==> src/rtl/memory_pkg.sv <==
// memory_pkg: grid constants, game FSM states and the card-value mapping for the memory game
package memory_pkg;
    localparam int NUM_CARDS = 16;
    localparam int GRID_COLS = 4;
    typedef enum logic [2:0] {PICK1, PICK2, COMPARE, HOLD, DONE} state_t;
    function automatic logic [2:0] card_value(input logic [3:0] pos);
        return 3'(pos % 4'd8);
    endfunction
endpackage

==> src/rtl/hold_timer.sv <==
// hold_timer: down-counter that keeps a mismatched pair face-up for HOLD_CYCLES cycles
module hold_timer #(
    parameter int HOLD_CYCLES = 25_000_000
) (
    input  logic clk,
    input  logic rst_n,
    input  logic load,
    output logic expire
);
    localparam int W = HOLD_CYCLES > 1 ? $clog2(HOLD_CYCLES) : 1;
    logic [W-1:0] count;
    always_ff @(posedge clk or negedge rst_n) begin
        if (!rst_n) count <= '0;
        else if (load) count <= W'(HOLD_CYCLES - 1);
        else if (count != '0) count <= count - W'(1);
    end
    assign expire = count == '0;
endmodule

==> src/rtl/memory_game_ctrl.sv <==
// memory_game_ctrl: cursor navigation, pick/compare FSM and scoring for a 4x4 memory card game
module memory_game_ctrl
    import memory_pkg::*;
#(
    parameter int HOLD_CYCLES = 25_000_000
) (
    input  logic                 clk,
    input  logic                 rst_n,
    input  logic                 btn_up,
    input  logic                 btn_down,
    input  logic                 btn_left,
    input  logic                 btn_right,
    input  logic                 btn_sel,
    output logic [3:0]           cursor,
    output logic [NUM_CARDS-1:0] face_up,
    output logic [NUM_CARDS-1:0] matched,
    output logic [7:0]           moves,
    output logic                 game_done
);
    localparam int CW = $clog2(GRID_COLS);
    state_t               state;
    logic [3:0]           first_pick, second_pick, cursor_nxt;
    logic [CW-1:0]        col;
    logic [3-CW:0]        row;
    logic [NUM_CARDS-1:0] cur_bit, pair_bits;
    logic                 is_match, all_matched, expire;
    assign row = cursor[3:CW];
    assign col = cursor[CW-1:0];
    // row/col arithmetic wraps naturally at the grid edge
    assign cursor_nxt = btn_up    ? {row - 1'b1, col} :
                        btn_down  ? {row + 1'b1, col} :
                        btn_left  ? {row, col - 1'b1} :
                        btn_right ? {row, col + 1'b1} : cursor;
    assign cur_bit     = NUM_CARDS'(1) << cursor;
    assign pair_bits   = (NUM_CARDS'(1) << first_pick) | (NUM_CARDS'(1) << second_pick);
    assign is_match    = card_value(first_pick) == card_value(second_pick);
    assign all_matched = &(matched | pair_bits);
    hold_timer #(.HOLD_CYCLES(HOLD_CYCLES)) u_hold_timer (
        .clk   (clk),
        .rst_n (rst_n),
        .load  (state == COMPARE && !is_match),
        .expire(expire)
    );
    always_ff @(posedge clk or negedge rst_n) begin
        if (!rst_n) begin
            state       <= PICK1;
            cursor      <= '0;
            face_up     <= '0;
            matched     <= '0;
            moves       <= '0;
            game_done   <= 1'b0;
            first_pick  <= '0;
            second_pick <= '0;
        end else begin
            if (state != DONE) cursor <= cursor_nxt;
            case (state)
                PICK1: if (btn_sel && !face_up[cursor]) begin
                    first_pick <= cursor;
                    face_up    <= face_up | cur_bit;
                    state      <= PICK2;
                end
                PICK2: if (btn_sel && !face_up[cursor]) begin
                    second_pick <= cursor;
                    face_up     <= face_up | cur_bit;
                    state       <= COMPARE;
                end
                COMPARE: begin
                    moves <= moves + 8'(moves != 8'hFF);
                    if (is_match) begin
                        matched   <= matched | pair_bits;
                        game_done <= all_matched;
                        state     <= all_matched ? DONE : PICK1;
                    end else state <= HOLD;
                end
                HOLD: if (expire) begin
                    face_up <= matched;
                    state   <= PICK1;
                end
                DONE: if (btn_sel) begin
                    cursor    <= '0;
                    face_up   <= '0;
                    matched   <= '0;
                    moves     <= '0;
                    game_done <= 1'b0;
                    state     <= PICK1;
                end
                default: state <= PICK1;
            endcase
        end
    end
endmodule

==> config.mk <==
export PLATFORM = sky130hd
export DESIGN_NAME = memory_game_ctrl
export DESIGN_NICKNAME = d
export VERILOG_FILES = /design/src/rtl/memory_pkg.sv /design/src/rtl/hold_timer.sv /design/src/rtl/memory_game_ctrl.sv
export SDC_FILE = /design/constraint.sdc
export NUM_CORES = 1
export LEC_CHECK = 0
export CAP_MARGIN = 40
export CELL_PAD_IN_SITES_DETAIL_PLACEMENT = 1
export CELL_PAD_IN_SITES_GLOBAL_PLACEMENT = 2
export CORE_MARGIN = 5
export CORE_UTILIZATION = 36
export CTS_BUF_LIST = sky130_fd_sc_hd__clkbuf_4
export CTS_CLUSTER_SIZE = 40
export DETAILED_ROUTE_END_ITERATION = 12
export PLACE_DENSITY = 0.9
export SYNTH_ARGS = -nofsm -noshare
export SYNTH_HDL_FRONTEND = slang
export SYNTH_SLANG_ARGS = --single-unit
==> constraint.sdc <==
create_clock -name clk -period 2.8 [get_ports clk]
set_input_delay 0.7 -clock clk [delete_from_list [all_inputs] [get_ports clk]]
set_output_delay 0.7 -clock clk [all_outputs]
set_load 0.02 [all_outputs]
Word level (Yosys, flattened, before mapping)
Cells that the tools add are included.
{"block": "totals", "out_inout_bits": 45, "elab_cells": 82, "regBits": 81}
{"block": "classes", "n_shift": 3, "n_addsub": 6, "n_lt_le_gt_ge": 1, "bitwise_logic": 3, "reduce_logical": 18, "mux": 29, "n_eq_ne": 13}
{"operator": "16-bit 2-to-1 mux", "count": 4}
{"operator": "25-bit 2-to-1 mux", "count": 2}
{"operator": "16-bit bitwise OR", "count": 3}
{"operator": "16-bit one-hot mux with 3 select lines", "count": 1}
{"operator": "1-bit by 4-bit left shift with 16-bit output, first input constant", "count": 3}
{"operator": "16-bit one-hot mux with 2 select lines", "count": 1}
{"operator": "25-bit logical NOT", "count": 1}
{"operator": "25-bit nonzero test", "count": 1}
{"operator": "25-bit by 1-bit subtractor with 25-bit output, second input constant", "count": 1}
{"operator": "4-bit 2-to-1 mux", "count": 5}
{"operator": "3-bit 2-to-1 mux", "count": 6}
{"operator": "8-bit one-hot mux with 2 select lines", "count": 1}
{"operator": "16-bit AND reduction", "count": 1}
{"operator": "3-bit one-hot mux with 5 select lines", "count": 1}
{"operator": "2-bit inequality test, second input constant", "count": 5}
{"operator": "8-bit by 1-bit adder with 8-bit output", "count": 1}
{"operator": "8-bit 2-to-1 mux", "count": 1}
{"operator": "8-bit inequality test, second input constant", "count": 1}
{"operator": "4-bit AND reduction", "count": 2}
{"operator": "3-bit by 2-bit == test with 1-bit output, second input constant", "count": 2}
{"operator": "2-bit AND reduction", "count": 3}
{"operator": "4-bit by 5-bit < comparator with 1-bit output, second input constant", "count": 1}
{"operator": "2-bit by 1-bit adder with 2-bit output, second input constant", "count": 2}
{"operator": "1-bit binary-select mux with 4-bit select", "count": 1}
{"operator": "other kinds (16)", "count": 23}

Logic depth before layout (Yosys ltp)
{"block": "depth", "depth_word": 8, "mapped_depth": 9}

Modules after synthesis
From an unflattened synthesis, not the netlist that was laid out.
{"block": "unflattened", "cells_unflattened": 522, "hier_area_um2": 4888.4}
{"mod": "memory_game_ctrl", "n_inst": 1, "cells_each": 370, "seq_area_each_um2": 1401.3, "area_per_inst_um2": 3462.1}
{"mod": "hold_timer", "n_inst": 1, "cells_each": 152, "seq_area_each_um2": 625.6, "area_per_inst_um2": 1426.4}

Worst setup path after synthesis
No wires, ideal clock.
{"block": "synth_timing", "path_kind": "reg-to-reg", "start": "register cursor[1]", "end": "register second_pick[0]", "period_less_slack_ps": 2273, "stages_incl_launch_ff": 8, "slack_ps": 527, "t_arrival_ps": 2148, "t_required_ps": 2675, "path_buffers": 1, "setup_ps": 125, "cell_sequence": "dfrtp_1 buf_2 mux2_2 o31ai_1 or2_2 nand3_1 nor2_1 mux2_2"}
{"block": "synth_via", "elab_chain_len": 5}
{"element": "start: declaration", "line": "memory_game_ctrl.sv:14", "source": "output logic [3:0] cursor,"}
{"element": "start signal: assignment", "line": "memory_game_ctrl.sv:55", "source": "if (state != DONE) cursor <= cursor_nxt;"}
{"element": "1-bit binary-select mux with 4-bit select", "line": "memory_game_ctrl.sv:62", "source": "PICK2: if (btn_sel && !face_up[cursor]) begin"}
{"element": "1-bit 2-to-1 mux (implied by the code)", "line": "memory_game_ctrl.sv:62"}
{"element": "1-bit logical NOT", "line": "memory_game_ctrl.sv:62"}
{"element": "1-bit logical AND", "line": "memory_game_ctrl.sv:62"}
{"element": "2-bit AND reduction (no source line)"}
{"element": "end signal: assignment", "line": "memory_game_ctrl.sv:63", "source": "second_pick <= cursor;"}
{"element": "end: declaration", "line": "memory_game_ctrl.sv:22", "source": "logic [3:0] first_pick, second_pick, cursor_nxt;"}
Every way passes these cells. The select of a mux whose other input is x is not followed.
A chain may end at the register's enable or synchronous reset.

Final worst setup path
{"block": "layout_timing", "start": "register cursor[1]", "end": "output cursor[1]"}
No word-level cell between the ends.

==> summary by stage <==
STA
The slack of the critical path is 149 ps. For the final routed database, the setup TNS stands at 0 ps. The number of endpoints failing setup at the final stage is 0.

The worst path needs 2650 ps of the cycle, external delays included. At the pin with the least slew margin, the transition time is 653 ps. The clock skew after layout is 26.4 ps.

The worst pin sits at a relative slew slack of 56.2%. The number of endpoints with negative hold slack in the final report is 0. Setup repair after global routing left no endpoint under its margin. The final hold slack is 193 ps.

The final number of max-transition violations is 0. The final critical path takes up 94.7% of the cycle. The highest attainable clock frequency is 0.377 GHz.

Power
The switching power is 2.70 mW. The clock network is responsible for 12.0% of the overall power. The leakage power is 2.18 nW. Combinational logic is responsible for 51.2% of the overall power. The total power per unit cell area is 1020 mW/mm2.

The switching share of power is 47.0%. The proportion of power drawn by flip-flops and latches is 36.8%. The maximum resistive drop on vdd is 329 uV. The cell internal power dissipation is 3.04 mW.

Yosys
The commonest cells after synthesis are 81 x sky130_fd_sc_hd__dfrtp_1, 49 x sky130_fd_sc_hd__a21oi_1, 49 x sky130_fd_sc_hd__nor2_1. In the synthesized netlist, mux cells make up 4.34% of the area. The synthesized design contains 81 register bits. Sequential cells were found to cover 42.8% of the synthesized design area.

Yosys mapped a number of flops with a built-in enable equal to 0. The simple-gate share of the synthesized area is 21.8%. The share of synthesized flip-flops with an asynchronous set or reset is 100%. Summing the areas of all compound-gate instances in the mapped netlist gives 19.7% of the synthesized area.

The number of different library cells used by synthesis comes to 63. Summing every instance area after synthesis gives 0.00473 mm2. The xor-xnor portion of the synthesized cell area is 5.00%. The net count of the mapped netlist is 542. By area, the combinational part of the netlist is dominated by simple AND/OR/NAND/NOR gates. After synthesis, the cell types taking the most area are sky130_fd_sc_hd__dfrtp_1 43%, sky130_fd_sc_hd__a21oi_1 5.2%, sky130_fd_sc_hd__nor2_1 3.9%.

The share of synthesized cell area in full adder, half adder and majority cells is 2.12%. The area fraction of the dominant cell type after synthesis is 42.8%. Each instance of the synthesized netlist takes up on average 8.98 um2.

The cell count after synthesis came out at 527. The predominant post-synthesis flop cell is sky130_fd_sc_hd__dfrtp_1. The most repeated cell in the gate-level netlist after synthesis is sky130_fd_sc_hd__dfrtp_1.

The cell taking the most area after synthesis is sky130_fd_sc_hd__dfrtp_1. For this run, the number of Yosys warnings is 0.

Placement
In this run the cell area measured after placement is 0.00550 mm2. The placer's final routability congestion estimate is 0.835. The post-placement setup slack is 244 ps. Port buffering added 51 buffers. The half-perimeter wire length after placement is 11000 um.

Final layout
The area taken by flip-flops and latches is 0.00203 mm2. The combined area of the multi-input logic cells is 0.00251 mm2. The post-route cell area is 0.00563 mm2. Relative to the synthesized area, the layout overhead comes to 19.0%. After the last flow step, the layout net total stands at 594. Fill cells in the final layout number 1489. Once layout is complete, the utilization of the core stands at 44.1%. The fraction of layout cells with a size suffix above 1 is 11.5%.

Floorplanning
The number of primary I/O pins is 52. Row generation in the floorplan step produced 41 rows. The die covers 0.0155 mm2.

The total area inside the core boundary comes to 0.0128 mm2. The starting density of the core is 37.0%. The die is 125 um wide. In this run the vertical extent of the chip is 125 um.

Worst setup path
The number of buffers and inverters on the critical path is 2. The sort of element at the start of the critical path is a flop. The kind of cell with the highest combined delay along the critical path is buffers and inverters. The type of the setup path with the least slack is reg -> out. For this run, the slowest stage of the critical path takes 640 ps.

The critical-path cell with the highest stage delay is sky130_fd_sc_hd__dfrtp_1. The most critical setup path has its startpoint at cursor[1]. STA classifies the critical path endpoint as a primary output. Traced cell by cell, the critical path runs through buf_4 > clkdlybuf4s50_1. The maximum fanout along the worst path is 10. The worst path arrival time is 1950 ps. The endpoint required time on the critical path is 2100 ps. The reg-to-reg startpoint is u_hold_timer.count[11].

Routing
The overall routed net length is 15000 um. The detailed-router iteration count before antenna repair is 7. Dividing the detail-routed wire length by the instance count gives 19.8 um.

The routed layout has 4287 vias. After detailed routing, the number of remaining DRC violations is 0. In this run, the number of DRC markers left after iteration 0 of detailed routing was 318.

The number of nets still failing antenna checks after routing is 0. After detailed routing, the number of vias per cell comes to 5.67.

CTS
The later pin in the worst-skew pair is clocked with a latency of 460 ps. TritonCTS built the clock tree. The number of hold buffers added after cts is 0. The number of CTS-inserted buffers is 9. Clock tree synthesis found a total of 81 sinks.

The clock root buffer master is sky130_fd_sc_hd__clkbuf_4. The buffer levels on the longest clock path is 2. CTS built an H-tree with a depth of 3. The clock-pin slew reported for the worst setup and hold paths after clock tree synthesis is 140 ps.

Run
Max-cap violations in this run came to 0.

GRT
The leftover overflow at the end of global routing is 0. For this run, the total global-route usage over all layers was measured as 19.6%. Entering global routing, the biggest net connects 37 pins. The first global-routing pass estimated 24700 um of wire.

The via count of the first global-routing pass is 4545. The initial antenna violation count is 1.

Outcome
The run finished with clean final reports.

Min path
The path class of the tightest hold or removal check is in -> async.
[stage by stage]
stage | cells | power [mW]
6_report | 756 | 5.75
3_3_place_gp | 740 | 4.93
4_1_cts | 755 | 5.77
2_1_floorplan | 527 | 3.85
5_1_grt | 756 | 6.17
3_5_place_dp | 740 | 5.06
[worst register-to-register path, stage by stage, from the launching register on]
cell	delay [ps]
sky130_fd_sc_hd__dfrtp_1	420
sky130_fd_sc_hd__or4_4	560
sky130_fd_sc_hd__or2_0	400
sky130_fd_sc_hd__or3_4	490
sky130_fd_sc_hd__o21ai_4	260
sky130_fd_sc_hd__a2bb2oi_1	240
sky130_fd_sc_hd__a21oi_1	60
[layout by cell type (no fill, tap or decap), types with 4 or more instances in the layout]
master,synthesis,final
sky130_fd_sc_hd__mux2i_1,7,7
sky130_fd_sc_hd__clkbuf_4,0,10
sky130_fd_sc_hd__nor4_1,7,7
sky130_fd_sc_hd__nor2_1,49,49
sky130_fd_sc_hd__nor3_1,15,15
sky130_fd_sc_hd__dfrtp_1,81,81
sky130_fd_sc_hd__nand4_1,5,5
sky130_fd_sc_hd__clkdlybuf4s50_1,0,50
sky130_fd_sc_hd__a31o_2,5,5
sky130_fd_sc_hd__or4_1,4,4
sky130_fd_sc_hd__a2bb2oi_1,9,9
sky130_fd_sc_hd__mux2_2,9,9
sky130_fd_sc_hd__and2_1,5,5
sky130_fd_sc_hd__inv_1,19,19
sky130_fd_sc_hd__o31ai_1,4,4
sky130_fd_sc_hd__nor2b_1,11,11
sky130_fd_sc_hd__nand3_1,16,16
sky130_fd_sc_hd__nand2_1,47,47
sky130_fd_sc_hd__buf_4,0,21
sky130_fd_sc_hd__o21ai_0,32,32
sky130_fd_sc_hd__or2_2,7,7
sky130_fd_sc_hd__xor2_1,9,9
sky130_fd_sc_hd__xnor2_1,18,18
sky130_fd_sc_hd__a221oi_1,4,4
sky130_fd_sc_hd__or3_1,9,9
sky130_fd_sc_hd__a31oi_1,9,9
sky130_fd_sc_hd__a21oi_1,49,49
sky130_fd_sc_hd__ha_1,8,8
[sequential cells by signal, summed over array words and instances (netlist names)]
| name | count |
|---|---|
| face_up | 16 |
| u_hold_timer.count | 25 |
| matched | 16 |
| game_done | 1 |
| moves | 8 |
| state | 3 |
| second_pick | 4 |
| cursor | 4 |
| first_pick | 4 |
[final cells by class]
type                       count  share of cell area, %
multi-input combinational    396                   44.7
sequential                    81                   36.0
timing repair buffer          72                   12.0
tap                          172                   3.82
clock buffer                  10                   1.33
inverter                      19                   1.27
clock inverter                 5                  0.844
antenna                        1                 0.0444
[per-layer routing]
| metal | routed length, um | vias to the layer above | GRT usage (%) |
|---|---|---|---|
| li1 | - | 1998 | - |
| met1 | 7010 | 2166 | 26.7 |
| met2 | 7080 | 104 | 31.2 |
| met3 | 628 | 19 | 3.82 |
| met4 | 243 | 0 | 6.71 |
| met5 | 0 | - | 0 |
[what timing repair did]
action	4_1_cts	5_1_grt
resized for setup	0	1
endpoints found under the setup margin	0	3
hold endpoints to repair	0	0
setup buffers	0	0
[path summary, 6_finish.rpt]
kind | to | slack, ps | cells past startpoint
hold / removal | first_pick[1] | 190 | 1
hold reg to reg | game_done | 540 | 1
min in group clk | game_done | 540 | 1
setup reg to reg | face_up[7] | 290 | 6
max in group asynchronous | moves[0] | 1940 | 2
setup / recovery | cursor[1] | 150 | 2
[power by group through the flow]
stage / clock [mW] / combinational (mW) / sequential, mW
after global placement: 0 / 2.84 / 2.09
final: 0.690 / 2.94 / 2.11
after CTS: 0.720 / 2.96 / 2.09
after global routing: 0.767 / 3.23 / 2.17
after floorplan: 0 / 1.79 / 2.06
after detailed placement: 0 / 2.95 / 2.11
[cell families after synthesis]
family,Yosys count
AO/OA/AOI/OAI,143
flip-flops,81
XOR/XNOR,27
AND/OR/NAND/NOR,200
multiplexers,18
adder cells (fa/ha/maj),8
buffers and inverters,50
Note: power is estimated with default switching activity, not from simulation.
